===== config.mk =====
export PLATFORM = sky130hd
export DESIGN_NAME = ps2_device_bridge_flat
export DESIGN_NICKNAME = d
export VERILOG_FILES = /design/src/rtl/ps2_device_bridge_if.sv /design/src/rtl/ps2_device_bridge.sv /design/src/flat_wrapper.sv
export SDC_FILE = /design/constraint.sdc
export NUM_CORES = 1
export LEC_CHECK = 0
export CAP_MARGIN = 20
export CORE_ASPECT_RATIO = 2
export CORE_MARGIN = 3
export CORE_UTILIZATION = 30
export DETAILED_ROUTE_END_ITERATION = 12
export SETUP_SLACK_MARGIN = 0.05
export SLEW_MARGIN = 10
export SYNTH_ARGS = -nofsm -noshare
export SYNTH_HDL_FRONTEND = slang
export SYNTH_SLANG_ARGS = --single-unit

===== constraint.sdc =====
create_clock -name clk_sys -period 4.7 [get_ports clk_sys]
set_clock_uncertainty 0.2 [all_clocks]
set_input_delay 0.94 -clock clk_sys [delete_from_list [all_inputs] [get_ports clk_sys]]
set_output_delay 0.94 -clock clk_sys [all_outputs]
set_load 0.05 [all_outputs]

===== src/rtl/ps2_device_bridge_if.sv =====
// Byte-stream, status and PS/2 line bundle between the IO controller side and
// the multi-channel PS/2 device bridge.
interface ps2_device_bridge_if #(
  parameter int CHANNELS = 2
);
  logic [CHANNELS-1:0]   wr_en;
  logic [7:0]            wr_data;
  logic [CHANNELS-1:0]   ovf_clr;
  logic [CHANNELS-1:0]   fifo_full;
  logic [CHANNELS-1:0]   overflow;
  logic [CHANNELS-1:0]   ps2_clk_out;
  logic [CHANNELS-1:0]   ps2_data_out;
  logic [CHANNELS-1:0]   ps2_clk_in;
  logic [CHANNELS-1:0]   ps2_data_in;
  logic [8*CHANNELS-1:0] rx_data;
  logic [CHANNELS-1:0]   rx_valid;
  logic [CHANNELS-1:0]   rx_err;

  modport master (
    output wr_en, wr_data, ovf_clr, ps2_clk_in, ps2_data_in,
    input  fifo_full, overflow, ps2_clk_out, ps2_data_out, rx_data, rx_valid, rx_err
  );

  modport slave (
    input  wr_en, wr_data, ovf_clr, ps2_clk_in, ps2_data_in,
    output fifo_full, overflow, ps2_clk_out, ps2_data_out, rx_data, rx_valid, rx_err
  );
endinterface


===== src/rtl/ps2_device_bridge.sv =====
// Multi-channel PS/2 device emulator: per-channel TX FIFO and transmitter,
// host->device receiver with optional 0xFA acknowledge, inhibit abort/retry.
module ps2_device_bridge #(
  parameter int CHANNELS  = 2,
  parameter int FIFO_BITS = 4,
  parameter int CLK_DIV   = 1000,
  parameter int AUTO_ACK  = 1
) (
  input logic                clk_sys,
  input logic                reset,
  ps2_device_bridge_if.slave bus
);

  localparam int DEPTH = 2 ** FIFO_BITS;
  localparam int CW    = $clog2(CLK_DIV);

  typedef enum logic [2:0] {
    S_IDLE,
    S_TX,
    S_RTS_WAIT,
    S_RX,
    S_ACK
  } state_t;

  logic [CW-1:0] r_tick_cnt;
  logic          w_tick;

  assign w_tick = (r_tick_cnt == CW'(CLK_DIV - 1));

  always_ff @(posedge clk_sys) begin
    if (reset) begin
      r_tick_cnt <= '0;
    end else if (w_tick) begin
      r_tick_cnt <= '0;
    end else begin
      r_tick_cnt <= r_tick_cnt + 1'b1;
    end
  end

  for (genvar ch = 0; ch < CHANNELS; ch++) begin : g_ch
    logic             w_clk_in;
    logic             w_dat_in;
    logic             w_wr;

    logic [7:0]       r_mem [DEPTH];
    logic [FIFO_BITS:0] r_wptr;
    logic [FIFO_BITS:0] r_rptr;
    logic             w_empty;
    logic             w_full;
    logic             w_push_req;
    logic             w_push;
    logic             w_drop;
    logic [7:0]       w_push_data;
    logic [7:0]       w_head;
    logic [10:0]      w_head_frame;
    logic             r_ovf;
    logic             r_ack_pend;

    state_t           r_state, w_state_nxt;
    logic [3:0]       r_bit, w_bit_nxt;
    logic             r_clk_o, w_clk_o_nxt;
    logic             r_dat_o, w_dat_o_nxt;
    logic [9:0]       r_frame, w_frame_nxt;
    logic [8:0]       r_rx_sr, w_rx_sr_nxt;
    logic [7:0]       r_rx_data, w_rx_data_nxt;
    logic             r_rx_valid, w_rx_valid_nxt;
    logic             r_rx_err, w_rx_err_nxt;
    logic             w_rx_good;
    logic             w_pop;
    logic             w_ack_set;

    assign w_clk_in = bus.ps2_clk_in[ch];
    assign w_dat_in = bus.ps2_data_in[ch];
    assign w_wr     = bus.wr_en[ch];

    assign w_empty = (r_wptr == r_rptr);
    assign w_full  = (r_wptr[FIFO_BITS] != r_rptr[FIFO_BITS]) &&
                     (r_wptr[FIFO_BITS-1:0] == r_rptr[FIFO_BITS-1:0]);

    // A pending acknowledge yields to a same-cycle host write and retries next cycle.
    assign w_push_req  = w_wr | r_ack_pend;
    assign w_push_data = w_wr ? bus.wr_data : 8'hFA;
    assign w_push      = w_push_req & ~w_full;
    assign w_drop      = w_push_req & w_full;

    assign w_head       = r_mem[r_rptr[FIFO_BITS-1:0]];
    assign w_head_frame = {1'b1, ~^w_head, w_head, 1'b0};
    assign w_rx_good    = (^r_rx_sr) & w_dat_in;

    always_ff @(posedge clk_sys) begin
      if (w_push) begin
        r_mem[r_wptr[FIFO_BITS-1:0]] <= w_push_data;
      end
    end

    always_ff @(posedge clk_sys) begin
      if (reset) begin
        r_wptr     <= '0;
        r_rptr     <= '0;
        r_ovf      <= 1'b0;
        r_ack_pend <= 1'b0;
      end else begin
        if (w_push) begin
          r_wptr <= r_wptr + 1'b1;
        end
        if (w_pop) begin
          r_rptr <= r_rptr + 1'b1;
        end
        if (w_drop) begin
          r_ovf <= 1'b1;
        end else if (bus.ovf_clr[ch]) begin
          r_ovf <= 1'b0;
        end
        r_ack_pend <= w_ack_set | (r_ack_pend & w_wr);
      end
    end

    always_ff @(posedge clk_sys) begin
      if (reset) begin
        r_state    <= S_IDLE;
        r_bit      <= '0;
        r_clk_o    <= 1'b1;
        r_dat_o    <= 1'b1;
        r_frame    <= '1;
        r_rx_sr    <= '0;
        r_rx_data  <= '0;
        r_rx_valid <= 1'b0;
        r_rx_err   <= 1'b0;
      end else begin
        r_state    <= w_state_nxt;
        r_bit      <= w_bit_nxt;
        r_clk_o    <= w_clk_o_nxt;
        r_dat_o    <= w_dat_o_nxt;
        r_frame    <= w_frame_nxt;
        r_rx_sr    <= w_rx_sr_nxt;
        r_rx_data  <= w_rx_data_nxt;
        r_rx_valid <= w_rx_valid_nxt;
        r_rx_err   <= w_rx_err_nxt;
      end
    end

    always_comb begin
      w_state_nxt    = r_state;
      w_bit_nxt      = r_bit;
      w_clk_o_nxt    = r_clk_o;
      w_dat_o_nxt    = r_dat_o;
      w_frame_nxt    = r_frame;
      w_rx_sr_nxt    = r_rx_sr;
      w_rx_data_nxt  = r_rx_data;
      w_rx_valid_nxt = 1'b0;
      w_rx_err_nxt   = 1'b0;
      w_pop          = 1'b0;
      w_ack_set      = 1'b0;
      if (w_tick) begin
        case (r_state)
          S_IDLE: begin
            if (!w_empty && w_clk_in && w_dat_in) begin
              w_state_nxt = S_TX;
              w_bit_nxt   = '0;
              w_frame_nxt = w_head_frame[10:1];
              w_clk_o_nxt = 1'b1;
              w_dat_o_nxt = w_head_frame[0];
            end else if (!w_clk_in && !w_dat_in) begin
              w_state_nxt = S_RTS_WAIT;
            end
          end
          S_TX: begin
            if (r_clk_o) begin
              // Inhibit in the high phase aborts; during the stop bit the byte counts as sent.
              if (!w_clk_in) begin
                w_state_nxt = S_IDLE;
                w_clk_o_nxt = 1'b1;
                w_dat_o_nxt = 1'b1;
                w_pop       = (r_bit == 4'd10);
              end else begin
                w_clk_o_nxt = 1'b0;
              end
            end else if (r_bit == 4'd10) begin
              w_state_nxt = S_IDLE;
              w_clk_o_nxt = 1'b1;
              w_dat_o_nxt = 1'b1;
              w_pop       = 1'b1;
            end else begin
              w_bit_nxt   = r_bit + 4'd1;
              w_clk_o_nxt = 1'b1;
              w_dat_o_nxt = r_frame[0];
              w_frame_nxt = {1'b1, r_frame[9:1]};
            end
          end
          S_RTS_WAIT: begin
            if (w_clk_in) begin
              w_state_nxt = w_dat_in ? S_IDLE : S_RX;
              w_bit_nxt   = '0;
            end
          end
          S_RX: begin
            if (r_clk_o) begin
              w_clk_o_nxt = 1'b0;
            end else begin
              w_clk_o_nxt = 1'b1;
              if (r_bit == 4'd9) begin
                w_state_nxt = S_ACK;
                w_bit_nxt   = '0;
                if (w_rx_good) begin
                  w_rx_data_nxt  = r_rx_sr[7:0];
                  w_rx_valid_nxt = 1'b1;
                  w_ack_set      = (AUTO_ACK != 0);
                end else begin
                  w_rx_err_nxt = 1'b1;
                end
              end else begin
                w_rx_sr_nxt = {w_dat_in, r_rx_sr[8:1]};
                w_bit_nxt   = r_bit + 4'd1;
              end
            end
          end
          S_ACK: begin
            if (r_clk_o && r_dat_o) begin
              w_clk_o_nxt = 1'b0;
              w_dat_o_nxt = 1'b0;
            end else if (!r_clk_o) begin
              w_clk_o_nxt = 1'b1;
            end else begin
              w_dat_o_nxt = 1'b1;
              w_state_nxt = S_IDLE;
            end
          end
          default: begin
            w_state_nxt = S_IDLE;
            w_clk_o_nxt = 1'b1;
            w_dat_o_nxt = 1'b1;
          end
        endcase
      end
    end

    assign bus.fifo_full[ch]        = w_full;
    assign bus.overflow[ch]         = r_ovf;
    assign bus.ps2_clk_out[ch]      = r_clk_o;
    assign bus.ps2_data_out[ch]     = r_dat_o;
    assign bus.rx_data[8*ch +: 8]   = r_rx_data;
    assign bus.rx_valid[ch]         = r_rx_valid;
    assign bus.rx_err[ch]           = r_rx_err;
  end

endmodule


===== src/flat_wrapper.sv =====
// flat-port wrapper written by rule: the top's interface ports become plain ports
module ps2_device_bridge_flat 
#(
  parameter int CHANNELS  = 2,
  parameter int FIFO_BITS = 4,
  parameter int CLK_DIV   = 1000,
  parameter int AUTO_ACK  = 1
)
  (clk_sys, reset, bus_wr_en, bus_wr_data, bus_ovf_clr, bus_ps2_clk_in, bus_ps2_data_in, bus_fifo_full, bus_overflow, bus_ps2_clk_out, bus_ps2_data_out, bus_rx_data, bus_rx_valid, bus_rx_err);
  ps2_device_bridge_if #(.CHANNELS(CHANNELS)) bus_i ();
  input logic clk_sys;
  input logic reset;
  input wire logic [$bits(bus_i.wr_en)-1:0] bus_wr_en;
  input wire logic [$bits(bus_i.wr_data)-1:0] bus_wr_data;
  input wire logic [$bits(bus_i.ovf_clr)-1:0] bus_ovf_clr;
  input wire logic [$bits(bus_i.ps2_clk_in)-1:0] bus_ps2_clk_in;
  input wire logic [$bits(bus_i.ps2_data_in)-1:0] bus_ps2_data_in;
  output wire logic [$bits(bus_i.fifo_full)-1:0] bus_fifo_full;
  output wire logic [$bits(bus_i.overflow)-1:0] bus_overflow;
  output wire logic [$bits(bus_i.ps2_clk_out)-1:0] bus_ps2_clk_out;
  output wire logic [$bits(bus_i.ps2_data_out)-1:0] bus_ps2_data_out;
  output wire logic [$bits(bus_i.rx_data)-1:0] bus_rx_data;
  output wire logic [$bits(bus_i.rx_valid)-1:0] bus_rx_valid;
  output wire logic [$bits(bus_i.rx_err)-1:0] bus_rx_err;
  assign bus_i.wr_en = bus_wr_en;
  assign bus_i.wr_data = bus_wr_data;
  assign bus_i.ovf_clr = bus_ovf_clr;
  assign bus_i.ps2_clk_in = bus_ps2_clk_in;
  assign bus_i.ps2_data_in = bus_ps2_data_in;
  assign bus_fifo_full = bus_i.fifo_full;
  assign bus_overflow = bus_i.overflow;
  assign bus_ps2_clk_out = bus_i.ps2_clk_out;
  assign bus_ps2_data_out = bus_i.ps2_data_out;
  assign bus_rx_data = bus_i.rx_data;
  assign bus_rx_valid = bus_i.rx_valid;
  assign bus_rx_err = bus_i.rx_err;
  ps2_device_bridge #(.CHANNELS(CHANNELS), .FIFO_BITS(FIFO_BITS), .CLK_DIV(CLK_DIV), .AUTO_ACK(AUTO_ACK)) u_core (.clk_sys(clk_sys), .reset(reset), .bus(bus_i));
endmodule

==> out/summary.md, run 1 <==
* 5.67 nW — cell leakage power
* 256 — EDFF count, synth
* 9063 — via count of the first global-routing pass
* 0.422 — max-slew headroom at the worst pin
* 2.88 ns — Arrival @ worst endpoint
* edfxtp_1 — most numerous cell in the Yosys netlist
* 54900 sq um — overall die area
* 0.873 — final estimated routing congestion in global placement
* 0.344 — final design utilization
* 58 — distinct cell type count after synthesis
* 0 — share of flip-flops with an asynchronous set or reset after synthesis
* 1090 — cells after synthesis
* 3 — clock tree buffer depth
* 0.305 — Starting Density
* 0.684 ns — worst setup margin
* 1125 — post-synthesis net count
* 0.07 ns — clock edge transition at the registers on the reported setup and hold paths
* 8776 — total via count after detailed routing
* clkbuf_16 — root buffer cell
* 372 — flop and latch count out of synthesis
* 0.117 — fraction of layout cells with a size suffix above 1
* 3.56 ns — Req. time, crit path
* 35500 um — sum of routed wire length over all layers
* 0.59 ns — Clk Latency, worst-skew pair
* 0.857 ns — Worst Max-Slew Pin Slew
* 1 — H-tree Lvls
* 0 — Post-route DRC
* 0 — Hold Violations, Final
* 5 — number of search-and-repair iterations in the first detailed-routing pass
* edfxtp_1 49%, dfxtp_1 15%, mux4_2 6.8% — most area-consuming cells after synthesis
* 0 — yosys warns
* 256 x edfxtp_1, 130 x nor2_1, 116 x dfxtp_1 — top cells by count, synth
* 0 — global route total overflow
* 1 — antenna violations before repair
* 0.000243 V — highest ir drop seen on vdd
* 0.494 — Yosys top cell area share
* 0.128 — total global-route track usage
* 0.854 — final period utilization
* 372 — clock sink total
* 1792 — Final Instance Count excl. Fillers
* 51100 sq um — area of the core
* 0 — max-slew violations
* 45 — total of buffers placed on input and output ports
* 0 — Max Cap Viol
* 1.12 ns — pre-CTS setup slack
* built — clock tree from TritonCTS
* 54200 um — wire length of the first global-routing pass
* 0 — cts repair resizes
* complete, no violations — result of the run
* 14.3 sq um — Avg Cell Area, Syn
* 15600 sq um — mapped cell area
* 117 — # rows
* primary output — Crit. End Element
* 16600 sq um — instance area at placement
* reg -> reg — min-delay worst type
* 167 um — die extent in x
* 55 — maximum number of pins on one net before global-route repair
* 4.90 — ratio of routed vias to standard cells
* 0 — setup fix buffers added after clock tree synthesis
* 4833 — filler cell count in the final layout
* 4.02 ns — post-layout min period
* flop — launching element type of the critical path
* 426 — initial drt markers
* 0 — post-route ant nets
* 19.8 um — Routed wire per std cell
* 25600 um — estimated wirelength of the detail-placed design
* 0 — post-cts hold buffer count
* 12.9% — Layout Area Growth over Synthesis
* 0 ns — Total Negative Setup Slacks
* reg -> out — type of the worst setup path
* 17600 sq um — post-route standard cell area excluding fillers
* 0.643 — register area share after synthesis
* edfxtp_1 — most common flop cell mapped by yosys
* edfxtp_1 — cell taking the most area after synthesis
* 29 — TritonCTS Buffers
* 356 nW/um^2 — power density over cell area
* 1150 — Layout Nets
* 0 — Final setup viols
* false — unrepaired setup endpoints after global routing
* 1737 — number of placed cells counting well taps
* 0.249 GHz — fmax
* 46 — Boundary Pins
* 328 um — Die Y-Extent
* 1.48 ns — register-to-register path setup slack
* 9 — Critical Path Fanout Max
-- kinds of logic after synthesis --
| group | after synthesis | share of synthesized area |
|---|---|---|
| fa+ha+maj | 17 | 0.0137 |
| xor+xnor | 61 | 0.0352 |
| compound gates | 131 | 0.0560 |
| flops | 372 | 0.643 |
| buf+inv | 86 | 0.0284 |
| mux | 116 | 0.130 |
| simple gates | 307 | 0.0941 |
-- per-stage QoR --
stage / total power [mW] / hold slack [ns]
detailed placement: 3.84 / 0.233
global placement: 3.84 / 0.231
global route: 6.48 / 0.284
CTS: 6.34 / 0.249
finish: 6.26 / 0.245
floorplan: 3.75 / 0.213
-- state kept, by name (all words and copies together), names as in the netlist, 6 cells and up, named ones only --
signal	flops
u_core.g_ch.r_mem	256
u_core.g_ch.r_frame	18
u_core.g_ch.r_rx_sr	18
u_core.g_ch.r_rx_data	16
u_core.g_ch.r_rptr	10
u_core.g_ch.r_wptr	10
u_core.r_tick_cnt	10
u_core.g_ch.r_bit	8
u_core.g_ch.r_state	6
-- path summary, 6_finish.rpt --
kind | start | to | cells after the start
max | u_core.g_ch[1].r_wptr[3] | bus_fifo_full[1] | 4
min | u_core.r_tick_cnt[0] | u_core.r_tick_cnt[0] | 1
max reg2reg | flop | u_core.g_ch[1].r_frame[8] | 8
min reg2reg | u_core.r_tick_cnt[0] | u_core.r_tick_cnt[0] | 1
-- placed cells by master, fill, tap and decap left out, types with 3 or more instances in the layout --
cell type        instances
edfxtp_1               256
nor2_1                 130
dfxtp_1                113
nand2_1                 59
mux2i_1                 52
mux4_2                  47
clkdlybuf4s50_1         44
xnor2_1                 40
a21oi_1                 35
a22oi_1                 34
clkbuf_16               29
nand2b_1                27
o21ai_0                 25
xor2_1                  20
buf_4                   19
mux4_1                  17
ha_1                    17
a211o_1                 16
inv_1                   15
nor3_1                  15
nand4_1                 10
or3_1                   10
and2_1                   9
nor2b_1                  9
nand3_1                  9
clkbuf_1                 6
or2_2                    5
clkinv_2                 5
o2111ai_1                4
clkinvlp_4               4
nor4_2                   3
and3b_1                  3
nand3b_1                 3
a31oi_1                  3
and3_1                   3
o22ai_1                  3
dfxtp_2                  3
clkinv_4                 3
bufinv_16                3
-- metal layers --
| metal | track usage | part of all wire | routed length [um] | up-vias |
|---|---|---|---|---|
| met3 | 0.0141 | 0.035 | 1230 | 66 |
| met4 | 0.0535 | 0.039 | 1380 | 0 |
| met2 | 0.264 | 0.59 | 21000 | 191 |
| met5 | 0 | 0 | 0 | - |
| li1 | - | - | - | 4096 |
| met1 | 0.127 | 0.33 | 11800 | 4423 |
-- report_power, final --
part	internal (mW)	switching, mW
clock network	1.32	1.17
registers	3.53	0.0129
logic	0.0782	0.149
-- final cells by class --
| type | count | area (sq um) | share of cell area |
|---|---|---|---|
| Antenna cell | 1 | 2.50 | 0.000142 |
| Clock buffer | 35 | 748 | 0.0426 |
| Clock inverter | 18 | 201 | 0.0115 |
| Inverter | 16 | 60.1 | 0.00342 |
| Multi-Input combinational cell | 632 | 5140 | 0.293 |
| Sequential cell | 372 | 10000 | 0.570 |
| Tap cell | 654 | 818 | 0.0465 |
| Timing Repair Buffer | 64 | 594 | 0.0338 |
-- worst max-delay path, cell delays in order (launching register included) --
cell,delay [ns]
dfxtp_1,0.51
xor2_1,0.13
nor4_2,0.37
nor2b_1,0.42
clkdlybuf4s50_1,0.88
(Power assumes the default switching activity.)
==> run 2: changes to the inputs <==
--- a/config.mk
+++ b/config.mk
@@ -6,12 +6,15 @@
 export NUM_CORES = 1
 export LEC_CHECK = 0
 export CAP_MARGIN = 20
+export CELL_PAD_IN_SITES_DETAIL_PLACEMENT = 0
+export CELL_PAD_IN_SITES_GLOBAL_PLACEMENT = 1
 export CORE_ASPECT_RATIO = 2
 export CORE_MARGIN = 3
 export CORE_UTILIZATION = 30
 export DETAILED_ROUTE_END_ITERATION = 12
+export PLACE_DENSITY_LB_ADDON = 0.1
 export SETUP_SLACK_MARGIN = 0.05
-export SLEW_MARGIN = 10
+export SLEW_MARGIN = 20
 export SYNTH_ARGS = -nofsm -noshare
 export SYNTH_HDL_FRONTEND = slang
 export SYNTH_SLANG_ARGS = --single-unit
==> out/summary.md, run 2 (synthesized netlist as in run 1, its figures left out) <==
* 0.000226 V — highest ir drop seen on vdd
* primary output — Crit. End Element
* 0.133 — fraction of layout cells with a size suffix above 1
* 0 — antenna diode count
* 2.90 ns — Arrival @ worst endpoint
* 1.04 ns — pre-CTS setup slack
* 0.06 ns — clock edge transition at the registers on the reported setup and hold paths
* 5.57 mW — Internal Dissipation
* 0 ns — Total Negative Setup Slacks
* 328 um — Die Y-Extent
* 46 — Boundary Pins
* flop — launching element type of the critical path
* 0 — max-slew violations
* 3.56 ns — Req. time, crit path
* 0 — setup fix buffers added after clock tree synthesis
* 63500 um — wire length of the first global-routing pass
* 9319 — via count of the first global-routing pass
* 0.661 ns — worst setup margin
* 9 — Critical Path Fanout Max
* 394 nW/um^2 — power density over cell area
* 0.305 — Starting Density
* 0.859 — final period utilization
* 38 — TritonCTS Buffers
* 0 — cts repair resizes
* 54900 sq um — overall die area
* 0.835 — final estimated routing congestion in global placement
* 167 um — die extent in x
* 0.248 GHz — fmax
* 1163 — Layout Nets
* 15.7% — Layout Area Growth over Synthesis
* 4.84 — ratio of routed vias to standard cells
* 0.372 — max-slew headroom at the worst pin
* 0 — Final setup viols
* 1.53 mW — total net switching power
* 0 — Hold Violations, Final
* 0 — Post-route DRC
* 45 — total of buffers placed on input and output ports
* 8758 — total via count after detailed routing
* 0.158 — total global-route track usage
* 0 — antenna violations before repair
* 51100 sq um — area of the core
* false — unrepaired setup endpoints after global routing
* 0 — global route total overflow
* 0.499 — sequential cell fraction of total power
* built — clock tree from TritonCTS
* 23.8 um — Routed wire per std cell
* complete, no violations — result of the run
* 372 — clock sink total
* 43200 um — sum of routed wire length over all layers
* 2 — H-tree Lvls
* 0 — Max Cap Viol
* 3 — clock tree buffer depth
* 0.468 — clock network fraction of total power
* 0 — post-route ant nets
* 4 — number of search-and-repair iterations in the first detailed-routing pass
* clkbuf_16 — root buffer cell
* 0 — post-cts hold buffer count
* reg -> reg — min-delay worst type
* 67 — maximum number of pins on one net before global-route repair
* 4.04 ns — post-layout min period
* 117 — # rows
* 0.215 — share of total power consumed by net switching
* edfxtp_1 — most frequent standard cell in the layout excluding fill and tap cells
* 0.56 ns — Clk Latency, worst-skew pair
* 437 — initial drt markers
* 256 x edfxtp_1, 130 x nor2_1, 113 x dfxtp_1 — most frequent cells in the layout
* 0.943 ns — Worst Max-Slew Pin Slew
* 31800 um — estimated wirelength of the detail-placed design
* reg -> out — type of the worst setup path
* 256 — flip-flop count of the largest register after layout
* 5.89 nW — cell leakage power
* 0.033 — combinational share of power
-- run 2: layout make-up --
class	count	area [sq um]
clock inverter	27	388
sequential	372	10000
multi-input combinational	632	5140
timing repair buffer	68	621
inverter	16	60.1
tap	654	818
fill	4916	33100
clock buffer	41	972
-- run 2: worst paths after layout --
path                            start                     endpoint  slack [ns]  cells past startpoint
min              u_core.r_tick_cnt[0]         u_core.r_tick_cnt[0]        0.25                      1
min reg2reg      u_core.r_tick_cnt[0]         u_core.r_tick_cnt[0]        0.25                      1
max          u_core.g_ch[1].r_wptr[3]             bus_fifo_full[1]        0.66                      4
max reg2reg      u_core.r_tick_cnt[0]  u_core.g_ch[0].r_rx_data[4]        1.47                      8
-- run 2: critical path: stages (launching register included) --
cell	delay (ns)
dfxtp_1	0.57
xor2_1	0.14
nor4_2	0.30
nor2b_1	0.43
clkdlybuf4s50_1	0.93
-- run 2: layer usage --
metal	global-route usage	part of all wire	vias to the layer above
met2	0.339	0.62	119
met1	0.144	0.32	4425
met4	0.0619	0.039	0
li1	-	-	4142
met3	0.0190	0.023	72
met5	0	0	-
-- run 2: stage by stage --
step | hold slack, ns | std cells | util | instance area, sq um | power [mW]
after floorplan | 0.213 | 1090 | - | 15600 | 3.75
after global placement | 0.227 | 1742 | 0.326 | 16700 | 3.86
after detailed placement | 0.241 | 1742 | 0.326 | 16700 | 3.86
after CTS | 0.250 | 1810 | 0.353 | 18000 | 7.22
after global routing | 0.281 | 1810 | 0.353 | 18000 | 7.35
final | 0.250 | 1810 | 0.353 | 18000 | 7.10
-- run 2: power by group through the flow --
stage          logic (mW)  registers [mW]  clock network (mW)
3_3_place_gp        0.246            3.61                   0
4_1_cts             0.247            3.54                3.43
6_report            0.237            3.54                3.32
5_1_grt             0.261            3.54                3.55
2_1_floorplan       0.138            3.61                   0
3_5_place_dp        0.246            3.61                   0
==> run 3: changes to the inputs <==
--- a/config.mk
+++ b/config.mk
@@ -5,7 +5,6 @@
 export SDC_FILE = /design/constraint.sdc
 export NUM_CORES = 1
 export LEC_CHECK = 0
-export CAP_MARGIN = 20
 export CELL_PAD_IN_SITES_DETAIL_PLACEMENT = 0
 export CELL_PAD_IN_SITES_GLOBAL_PLACEMENT = 1
 export CORE_ASPECT_RATIO = 2
==> results of run 3 <==
No change in the layout: final DEF, timing and power equal those of run 2.
